**src/rtl/alu_sequencer_pkg.sv**
```systemverilog
// Shared types and widths for the ALU front-end sequencer.
// Latency: none (declarations only).
// Backpressure: not applicable.
package alu_seq_pkg;

    localparam int OPCODE_W         = 6;
    localparam int OPERAND_W        = 10;
    localparam int PRESS_CNT_W      = 8;
    localparam int DEBOUNCE_DEFAULT = 20000;

    typedef enum logic [1:0] {
        ST_IDLE         = 2'd0,
        ST_WAIT_STABLE  = 2'd1,
        ST_WAIT_RELEASE = 2'd2
    } state_e;

    // Bits needed to hold a stability count of 0 .. cycles-1.
    function automatic int cnt_w(input int cycles);
        return (cycles < 2) ? 1 : $clog2(cycles);
    endfunction

    localparam int CNT_W = cnt_w(DEBOUNCE_DEFAULT);

endpackage

```
**src/rtl/alu_sequencer_if.sv**
```systemverilog
// Switch inputs and registered ALU-facing outputs of the sequencer.
// Latency: none (wiring only).
// Backpressure: none; switches are sampled every cycle, outputs are levels.
interface alu_sequencer_if;
    import alu_seq_pkg::*;

    logic [OPCODE_W-1:0]    push_sw;
    logic [OPERAND_W-1:0]   dip_sw;
    logic [OPERAND_W-1:0]   alu_operand;
    logic [OPCODE_W-1:0]    alu_opcode;
    logic                   valid;
    logic                   err;
    logic [PRESS_CNT_W-1:0] press_cnt;

    // Board side: drives the switches, observes the ALU controls.
    modport master (
        output push_sw, dip_sw,
        input  alu_operand, alu_opcode, valid, err, press_cnt
    );

    // Sequencer side.
    modport slave (
        input  push_sw, dip_sw,
        output alu_operand, alu_opcode, valid, err, press_cnt
    );

endinterface

```
**src/rtl/alu_sequencer_sync2ff.sv**
```systemverilog
// Two-flop synchronizer for asynchronous switch inputs, cleared to zero on reset.
// Latency: 2 cycles from input to output.
// Backpressure: none.
module sync2ff #(
    parameter int WIDTH = 1
) (
    input  logic             clk,
    input  logic             rst_n,
    input  logic [WIDTH-1:0] d_i,
    output logic [WIDTH-1:0] q_o
);

    logic [WIDTH-1:0] meta_q;
    logic [WIDTH-1:0] sync_q;

    // Two-stage capture; first stage may go metastable, second settles it.
    always_ff @(posedge clk) begin
        if (!rst_n) begin
            meta_q <= '0;
            sync_q <= '0;
        end else begin
            meta_q <= d_i;
            sync_q <= meta_q;
        end
    end

    assign q_o = sync_q;

endmodule

```
**src/rtl/alu_sequencer.sv**
```systemverilog
// Debounces push switches and latches one-hot opcode plus DIP operand per accepted press.
// Latency: outputs update DEBOUNCE_CYCLES+2 edges after the first edge sampling a held press.
// Backpressure: none; a press held past acceptance is ignored until a debounced release.
module alu_sequencer
    import alu_seq_pkg::*;
#(
    parameter int DEBOUNCE_CYCLES = DEBOUNCE_DEFAULT
) (
    input  logic               clk,
    input  logic               rst_n,
    alu_sequencer_if.slave     bus
);

    localparam int            CW      = cnt_w(DEBOUNCE_CYCLES);
    localparam logic [CW-1:0] CNT_MAX = CW'(DEBOUNCE_CYCLES - 1);

    logic [OPCODE_W-1:0]    btn_sync;
    logic [OPERAND_W-1:0]   dip_sync;
    logic [OPCODE_W-1:0]    btn_prev_q;
    logic [OPERAND_W-1:0]   dip_prev_q;
    logic [CW-1:0]          stab_cnt_q, stab_cnt_d;
    state_e                 state_q, state_d;
    logic [OPCODE_W-1:0]    opcode_q, opcode_d;
    logic [OPERAND_W-1:0]   operand_q, operand_d;
    logic                   valid_q, valid_d;
    logic                   err_q, err_d;
    logic [PRESS_CNT_W-1:0] press_cnt_q, press_cnt_d;
    logic                   changed;
    logic                   stable;
    logic                   btn_zero;

    sync2ff #(.WIDTH(OPCODE_W)) u_sync_btn (
        .clk   (clk),
        .rst_n (rst_n),
        .d_i   (bus.push_sw),
        .q_o   (btn_sync)
    );

    sync2ff #(.WIDTH(OPERAND_W)) u_sync_dip (
        .clk   (clk),
        .rst_n (rst_n),
        .d_i   (bus.dip_sw),
        .q_o   (dip_sync)
    );

    // The counter value lags a change by one edge, so "stable" also requires
    // no change this cycle; otherwise a stale saturated count would be trusted.
    assign changed  = ({btn_sync, dip_sync} != {btn_prev_q, dip_prev_q});
    assign stable   = !changed && (stab_cnt_q == CNT_MAX);
    assign btn_zero = (btn_sync == '0);

    // Stability counter: restart on any input change, saturate at the threshold.
    always_comb begin
        stab_cnt_d = stab_cnt_q;
        if (changed) begin
            stab_cnt_d = '0;
        end else if (stab_cnt_q != CNT_MAX) begin
            stab_cnt_d = stab_cnt_q + 1'b1;
        end
    end

    // Delayed copy of the synchronized inputs and the stability count.
    always_ff @(posedge clk) begin
        if (!rst_n) begin
            btn_prev_q <= '0;
            dip_prev_q <= '0;
            stab_cnt_q <= '0;
        end else begin
            btn_prev_q <= btn_sync;
            dip_prev_q <= dip_sync;
            stab_cnt_q <= stab_cnt_d;
        end
    end

    // Press FSM: next state and output-register updates at the decision edge.
    always_comb begin
        state_d     = state_q;
        opcode_d    = opcode_q;
        operand_d   = operand_q;
        valid_d     = valid_q;
        err_d       = err_q;
        press_cnt_d = press_cnt_q;
        case (state_q)
            ST_IDLE: begin
                if (!btn_zero) begin
                    state_d = ST_WAIT_STABLE;
                end
            end
            ST_WAIT_STABLE: begin
                if (btn_zero) begin
                    state_d = ST_IDLE;
                end else if (stable) begin
                    if ($onehot(btn_sync)) begin
                        opcode_d    = btn_sync;
                        operand_d   = dip_sync;
                        valid_d     = 1'b1;
                        err_d       = 1'b0;
                        press_cnt_d = press_cnt_q + 1'b1;
                    end else begin
                        err_d = 1'b1;
                    end
                    state_d = ST_WAIT_RELEASE;
                end
            end
            ST_WAIT_RELEASE: begin
                if (btn_zero && stable) begin
                    state_d = ST_IDLE;
                end
            end
            default: begin
                state_d = ST_IDLE;
            end
        endcase
    end

    // FSM state and ALU-facing output registers.
    always_ff @(posedge clk) begin
        if (!rst_n) begin
            state_q     <= ST_IDLE;
            opcode_q    <= '0;
            operand_q   <= '0;
            valid_q     <= 1'b0;
            err_q       <= 1'b0;
            press_cnt_q <= '0;
        end else begin
            state_q     <= state_d;
            opcode_q    <= opcode_d;
            operand_q   <= operand_d;
            valid_q     <= valid_d;
            err_q       <= err_d;
            press_cnt_q <= press_cnt_d;
        end
    end

    assign bus.alu_opcode  = opcode_q;
    assign bus.alu_operand = operand_q;
    assign bus.valid       = valid_q;
    assign bus.err         = err_q;
    assign bus.press_cnt   = press_cnt_q;

endmodule
```
**src/flat_wrapper.sv**
```systemverilog
// flat-port wrapper written by rule: the top's interface ports become plain ports
module alu_sequencer_flat import alu_seq_pkg::*;
#(
    parameter int DEBOUNCE_CYCLES = DEBOUNCE_DEFAULT
)
  (clk, rst_n, bus_push_sw, bus_dip_sw, bus_alu_operand, bus_alu_opcode, bus_valid, bus_err, bus_press_cnt);
  alu_sequencer_if bus_i ();
  input  logic clk;
  input  logic rst_n;
  input wire logic [$bits(bus_i.push_sw)-1:0] bus_push_sw;
  input wire logic [$bits(bus_i.dip_sw)-1:0] bus_dip_sw;
  output wire logic [$bits(bus_i.alu_operand)-1:0] bus_alu_operand;
  output wire logic [$bits(bus_i.alu_opcode)-1:0] bus_alu_opcode;
  output wire logic [$bits(bus_i.valid)-1:0] bus_valid;
  output wire logic [$bits(bus_i.err)-1:0] bus_err;
  output wire logic [$bits(bus_i.press_cnt)-1:0] bus_press_cnt;
  assign bus_i.push_sw = bus_push_sw;
  assign bus_i.dip_sw = bus_dip_sw;
  assign bus_alu_operand = bus_i.alu_operand;
  assign bus_alu_opcode = bus_i.alu_opcode;
  assign bus_valid = bus_i.valid;
  assign bus_err = bus_i.err;
  assign bus_press_cnt = bus_i.press_cnt;
  alu_sequencer #(.DEBOUNCE_CYCLES(DEBOUNCE_CYCLES)) u_core (.clk(clk), .rst_n(rst_n), .bus(bus_i));
endmodule
```
**config.mk**
```make
export PLATFORM = sky130hd
export DESIGN_NAME = alu_sequencer_flat
export DESIGN_NICKNAME = d
export VERILOG_FILES = /design/src/rtl/alu_sequencer_pkg.sv /design/src/rtl/alu_sequencer_if.sv /design/src/rtl/alu_sequencer_sync2ff.sv /design/src/rtl/alu_sequencer.sv /design/src/flat_wrapper.sv
export SDC_FILE = /design/constraint.sdc
export NUM_CORES = 1
export LEC_CHECK = 0
export CORE_ASPECT_RATIO = 0.7
export CORE_MARGIN = 3
export CORE_UTILIZATION = 55
export DETAILED_ROUTE_END_ITERATION = 10
export GPL_ROUTABILITY_DRIVEN = 0
export PLACE_DENSITY = 0.79
export SYNTH_ARGS = -nofsm -noshare
export SYNTH_HDL_FRONTEND = slang
export SYNTH_SLANG_ARGS = --single-unit
```
**constraint.sdc**
```tcl
create_clock -name clk -period 3 [get_ports clk]
set_input_delay 0.9 -clock clk [delete_from_list [all_inputs] [get_ports clk]]
set_output_delay 0.9 -clock clk [all_outputs]
set_load 0.02 [all_outputs]
```
==> flow_summary.yaml <==
run_status:
  outcome: "finished, final reports clean"
grt:
  grt-ovfl-total: 0
  gr-usage-met1: 0.293
  grt_pass1_wl_mm: 11.9
  first_global_vias: 2492
  antenna_found_initial: 0
  track_usage: 0.207
  top_usage_layer: "met2"
  met3_usage: 0.0735
  grt_max_degree: 45
  use_met2: 0.301
routing:
  viasPerCell: 5.35
  initialDrtViolationCount: 148
  wire_per_inst_um: 14.3
  routed_wl_mm: 6.94
  drc: 0
  antenna_left: 0
  drt-pass1-iter-count: 4
  vias: 2595
clock_tree:
  htree_levels: 3
  cts.repair.resized: 0
  root_buffer: "clkbuf_8"
  clock_latency_ps: 360
  cts_hold_buf: 0
  cts_setup_buffers: 0
  cts_made_buffers: 9
  cts_tree: "done"
  cts_buffer_depth: 2
  clkSlewWorstSetupHoldPaths_ps: 90
  clock-sinks: 91
placement:
  portBuffers: 43
  dp_hpwl_mm: 5.00
  dp_slack_ps: 451
worst_setup_path:
  endpoint_kind: "flop"
  path_class: "flop to flop"
  crit_required_ps: 3250
  reg2reg_slack_ps: 410
  reg2reg_depth: 11
  r2r_end: "u_core.bus.press_cnt[2]"
  crit_arrival_ps: 2840
  critical_path_peak_fanout: 18
  reg2reg_from: "u_core.u_sync_btn.q_o[5]"
  critical_path.startpoint_type: "flop"
die:
  die-area_um2: 7450
  core_region_area_um2: 5990
  die_y_um: 73.1
  chipWidth_um: 102
  start_util: 0.592
  rows: 23
  design.portCount: 44
worst_hold_path:
  hp-class: "flop to flop"
  min_from: "u_core.u_sync_dip.meta_q[5]"
  holdPathStages: 1
  min_to: "u_core.u_sync_dip.q_o[5]"
synth:
  ys.warnings.count: 0
  syn_avg_cell_area_um2: 9.68
  netlist_instances: 366
  synth_seq_cells: 91
  yosysSeqAreaShare: 0.514
  synthDistinctLibCells: 35
  netlist_area_um2: 3540
  syn-num-nets: 395
power:
  p_leak_nw: 1.54
  vdd_drop_max_uv: 306
  power_density_nw_per_um2: 506
timing:
  postLayoutSetupSlackWorst_ps: 412
  finalSetupTns_ps: 0
  whs_ps: 438
  skew_ps: 9.11
  rsz0062_at_grt: "no"
  fin_crit_sh: 0.863
  clock.fmax_ghz: 0.386
  min_period_ps: 2590
  final-max-slew-violation-count: 0
  max_slew_margin: 0.384
  hold_viol: 0
  finalSetupViolCount: 0
  tightest_slew_ps: 912
final_layout:
  fillerInstances: 462
  regArea_um2: 1820
  layout-drive-gt1-share: 0.0659
  area_delta_synth_final_pct: 18.2
  antenna_cells: 0
  multi_input_area_um2: 1570
  fin_nets: 434
run:
  maxCapViolations: 0
-- through the flow --
step | utilization | std cells | total power, W | instance area (µm²)
global placement | 0.669 | 469 | 0.00139 | 4010
finish | 0.699 | 485 | 0.00212 | 4190
CTS | 0.699 | 485 | 0.00213 | 4190
floorplan | - | 366 | 0.00135 | 3540
detailed placement | 0.669 | 469 | 0.00139 | 4010
global route | 0.699 | 485 | 0.00220 | 4190
-- cell type report --
type,count,area share
multi-input combinational,240,0.375
clock inverter,5,0.00897
clock buffer,11,0.0338
timing repair buffer,48,0.111
tap,75,0.0224
inverter,15,0.0135
sequential,91,0.435
-- routing by layer --
metal | wire (µm) | part of all wire | vias to the layer above
met5 | 0 | 0 | -
met4 | 71 | 0.010 | 0
met3 | 397 | 0.057 | 9
met2 | 3000 | 0.43 | 62
met1 | 3470 | 0.50 | 1213
li1 | - | - | 1311
-- cells by family after synthesis --
| group | after synthesis | share of synthesized area |
|---|---|---|
| adders and majority gates | 11 | 0.0431 |
| muxes | 6 | 0.0170 |
| and+or+nand+nor | 164 | 0.260 |
| buffers and inverters | 35 | 0.0438 |
| DFF | 91 | 0.514 |
| AOI/OAI and AO/OA | 29 | 0.0480 |
| xor gates and xnor gates | 30 | 0.0742 |
-- cells in the final DEF, fill, tap and decap left out, drive strengths merged, types with 9 or more instances in the layout --
cell and instances:
dfxtp 91, and2 44, clkdlybuf4s50 42, nand2 32, nand4 31, xnor2 26
nor2 25, o21ai 16, inv 15, clkbuf 11, ha 9
-- cell usage after synthesis --
library cell	instances	area share
a41oi_1	1	0.0025
and3_1	6	0.011
nand2b_1	5	0.0088
clkinv_1	1	0.0011
or4b_1	1	0.0028
nand4_1	31	0.055
nand2_1	32	0.034
nor2_1	25	0.026
and2_1	44	0.078
o41ai_1	1	0.0025
a31oi_1	1	0.0018
a31o_2	2	0.0049
fa_1	2	0.011
or4b_4	1	0.0039
buf_1	1	0.0011
nor4_1	1	0.0018
and3_4	1	0.0032
buf_2	1	0.0014
inv_1	14	0.015
mux2i_1	6	0.017
clkbuf_1	15	0.016
and4_1	6	0.015
ha_1	9	0.032
a311oi_1	1	0.0025
nand3_1	2	0.0028
buf_6	3	0.0095
nor3_1	7	0.0099
o21a_1	2	0.0042
o21ai_0	16	0.023
a21oi_1	5	0.0071
or4_1	1	0.0021
xnor2_1	26	0.064
dfxtp_1	91	0.51
xor2_1	4	0.0099
nor4_4	1	0.0060
-- state kept, by name (all words and copies together), names as in the netlist --
name	flops
u_core.stab_cnt_q	15
u_core.bus.alu_operand	10
u_core.dip_prev_q	10
u_core.u_sync_dip.meta_q	10
u_core.u_sync_dip.q_o	10
u_core.bus.press_cnt	8
u_core.btn_prev_q	6
u_core.bus.alu_opcode	6
u_core.u_sync_btn.meta_q	6
u_core.u_sync_btn.q_o	6
u_core.state_q	2
u_core.bus.err	1
u_core.bus.valid	1
-- how the worst max path moves through the flow --
stage,startpoint,to,depth (start not counted)
2_1_floorplan,u_core.u_sync_btn.q_o[4],u_core.bus.press_cnt[0],12
3_3_place_gp,u_core.u_sync_btn.q_o[4],u_core.bus.press_cnt[2],11
3_5_place_dp,u_core.u_sync_btn.q_o[5],u_core.bus.press_cnt[2],11
4_1_cts,u_core.u_sync_btn.q_o[5],u_core.bus.press_cnt[2],11
5_1_grt,u_core.u_sync_btn.q_o[5],u_core.bus.press_cnt[2],11
6_report,u_core.u_sync_btn.q_o[5],u_core.bus.press_cnt[2],11
-- critical path, cell delays in order, from the launching register on --
cell	delay (ps)
dfxtp_1	390
inv_1	80
ha_1	270
inv_1	50
fa_1	400
inv_1	60
ha_1	210
nor3_1	250
and3_1	220
buf_4	230
nand4_1	140
mux2i_1	170
-- report_power, final --
group	internal (W)	switching (W)	leakage, nW
logic	0.0000561	0.0000565	0.716
registers	0.00123	0.0000200	0.741
clock network	0.000327	0.000425	0.0859
(Power assumes the default switching activity.)
==> RTL change, RTL diff (same settings) <==
`OPCODE_W`: 6 -> 4.
--- a/src/rtl/alu_sequencer_pkg.sv
+++ b/src/rtl/alu_sequencer_pkg.sv
@@ -3,7 +3,7 @@
 // Backpressure: not applicable.
 package alu_seq_pkg;
 
-    localparam int OPCODE_W         = 6;
+    localparam int OPCODE_W         = 4;
     localparam int OPERAND_W        = 10;
     localparam int PRESS_CNT_W      = 8;
     localparam int DEBOUNCE_DEFAULT = 20000;
Ports: changed (resized bus_alu_opcode and bus_push_sw); port bits go from 44 to 40. No check against the original RTL was run, so the function may have changed too.
==> RTL change against the unedited design <==
- non-clock buffer count is 2 lower
- clock power grew 6.9%
- total power is 3.5% lower
- sequential cell count down 8
- hold slack worse by 7.6 ps
- setup slack lost 15 ps
- routed wire length fell by 15%
- area after synthesis decreased by 9.5%
- cell area down 7.9%
- cell count down 9.3%
==> RTL change: results (changes against the unedited design) <==
clock root buffer master=clkbuf_8 (unchanged); Clock H-tree levels=3 (unchanged); Max-slew headroom=0.587 (was 0.384); via count=2310 (was 2595); total track usage=0.182 (was 0.207); proportion of layout cells with a drive suffix above 1=0.0788 (was 0.0659); Fin Clk Skew=11.4 ps (was 9.11 ps); asr flop ratio synth=0 (unchanged); max FFs per register=15 (unchanged); Arr. time, crit path=2860 ps (was 2840 ps); CP max-delay cell=fa_1 (unchanged); leakage=0.00147 µW (was 0.00154 µW); # diodes=0 (unchanged); WL/cell=13.4 µm (was 14.3 µm); first-pass GRT wire length=9.79 mm (was 11.9 mm); Hold Crit Class=flop to flop (unchanged); PostCTS Resize Cnt=0 (unchanged); P_int=1580 µW (was 1620 µW); Distinct cells, synth=38 (was 35); Setup Buffers After CTS=0 (unchanged); Synth top cells by count=83 x dfxtp_1, 39 x and2_1, 26 x nor2_1, 19 x a21oi_1, 19 x nand4_1 (was 91 x dfxtp_1, 44 x and2_1, 32 x nand2_1, 31 x nand4_1, 26 x xnor2_1); number of global-route vias before repair=2026 (was 2492); syn nets=350 (was 395); 1st-iter DRT viols=96 (was 148); slowest stage delay, CP=470 ps (was 400 ps); max-slew violations=0 (unchanged); total CTS buffers=9 (unchanged); cell area after placement=0.00365 mm² (was 0.00401 mm²); hold path cells=1 (unchanged); Largest Register=u_core.stab_cnt_q (unchanged); Max VDD drop=0.361 mV (was 0.306 mV); Max FO, Critical Path=15 (was 18); # nets final=387 (was 434); clock transition at the registers of the reported paths=90 ps (about the same); clock latency at the later pin of the worst-skew pair=360 ps (about the same); post-route cell area=0.00385 mm² (was 0.00419 mm²); register area share after synthesis=0.518 (was 0.514); Main synth FF type=dfxtp_1 (unchanged); DRT Pass-1 Iters=4 (unchanged); R2R depth=10 (was 11); pin count of the biggest net entering global routing=39 (was 45); dpl hpwl=4.05 mm (was 5.00 mm); clk buf depth=2 (unchanged); Synth Warn #=0 (unchanged); top cells by area, synth=dfxtp_1 52%, and2_1 7.6%, xor2_1 4.6% (was dfxtp_1 51%, and2_1 7.8%, xnor2_1 6.4%); result of the run=finished, final reports clean (unchanged); Port Buffer Count=39 (was 43); fillcell total=421 (was 462); initial antenna violation count=0 (unchanged)
RTL change: routing by layer:
| layer | global-route usage | up-vias | wire length (µm) |
|---|---|---|---|
| li1 | - | 1194 | - |
| met1 | 0.262 | 1033 | 3000 |
| met2 | 0.242 | 77 | 2390 |
| met3 | 0.0808 | 6 | 448 |
| met4 | 0.0599 | 0 | 57 |
| met5 | 0 | - | 0 |
RTL change: layout make-up:
class	count	share of cell area
Sequential cell	83	0.431
Multi-Input combinational cell	215	0.370
Timing Repair Buffer	46	0.115
Clock buffer	11	0.0367
Tap cell	72	0.0234
Clock inverter	5	0.0156
Inverter	8	0.00779
RTL change: through the flow:
stage          worst slack, ps  hold WS (ps)  cells  power [µW]
2_1_floorplan              474           412    326        1230
3_3_place_gp               509           418    424        1260
3_5_place_dp               421           420    424        1270
4_1_cts                    405           435    440        2060
5_1_grt                    207           444    440        2130
6_report                   397           430    440        2040
RTL change: worst paths after layout:
check	startpoint	end	slack [ps]
setup / recovery	u_core.u_sync_btn.q_o[2]	u_core.bus.valid	400
hold / removal	u_core.u_sync_btn.meta_q[0]	u_core.u_sync_btn.q_o[0]	430
setup reg to reg	u_core.u_sync_btn.q_o[2]	u_core.bus.valid	400
hold reg to reg	u_core.u_sync_btn.meta_q[0]	u_core.u_sync_btn.q_o[0]	430
RTL change: critical path: cells and delay by family (launching register included):
family                     cells  cell delay, ps
adders and majority gates      3             980
DFF                            1             410
and+or+nand+nor                4             580
AOI/OAI and AO/OA              1             180
buffers and inverters          2             360
RTL change: cells by family after synthesis:
| logic type | Yosys count | share of synthesized area |
|---|---|---|
| buffers and inverters | 28 | 0.0363 |
| adders and majority gates | 8 | 0.0336 |
| AOI/OAI and AO/OA | 47 | 0.0933 |
| xor gates and xnor gates | 27 | 0.0738 |
| muxes | 3 | 0.00937 |
| DFF | 83 | 0.518 |
| and+or+nand+nor | 130 | 0.235 |
RTL change: power groups by stage:
stage               combinational, µW  clock (µW)  sequential [µW]
finish                            101         803             1140
global route                      114         875             1140
CTS                               102         822             1140
detailed placement                101           0             1170
global placement                 97.1           0             1160
floorplan                        65.3           0             1160
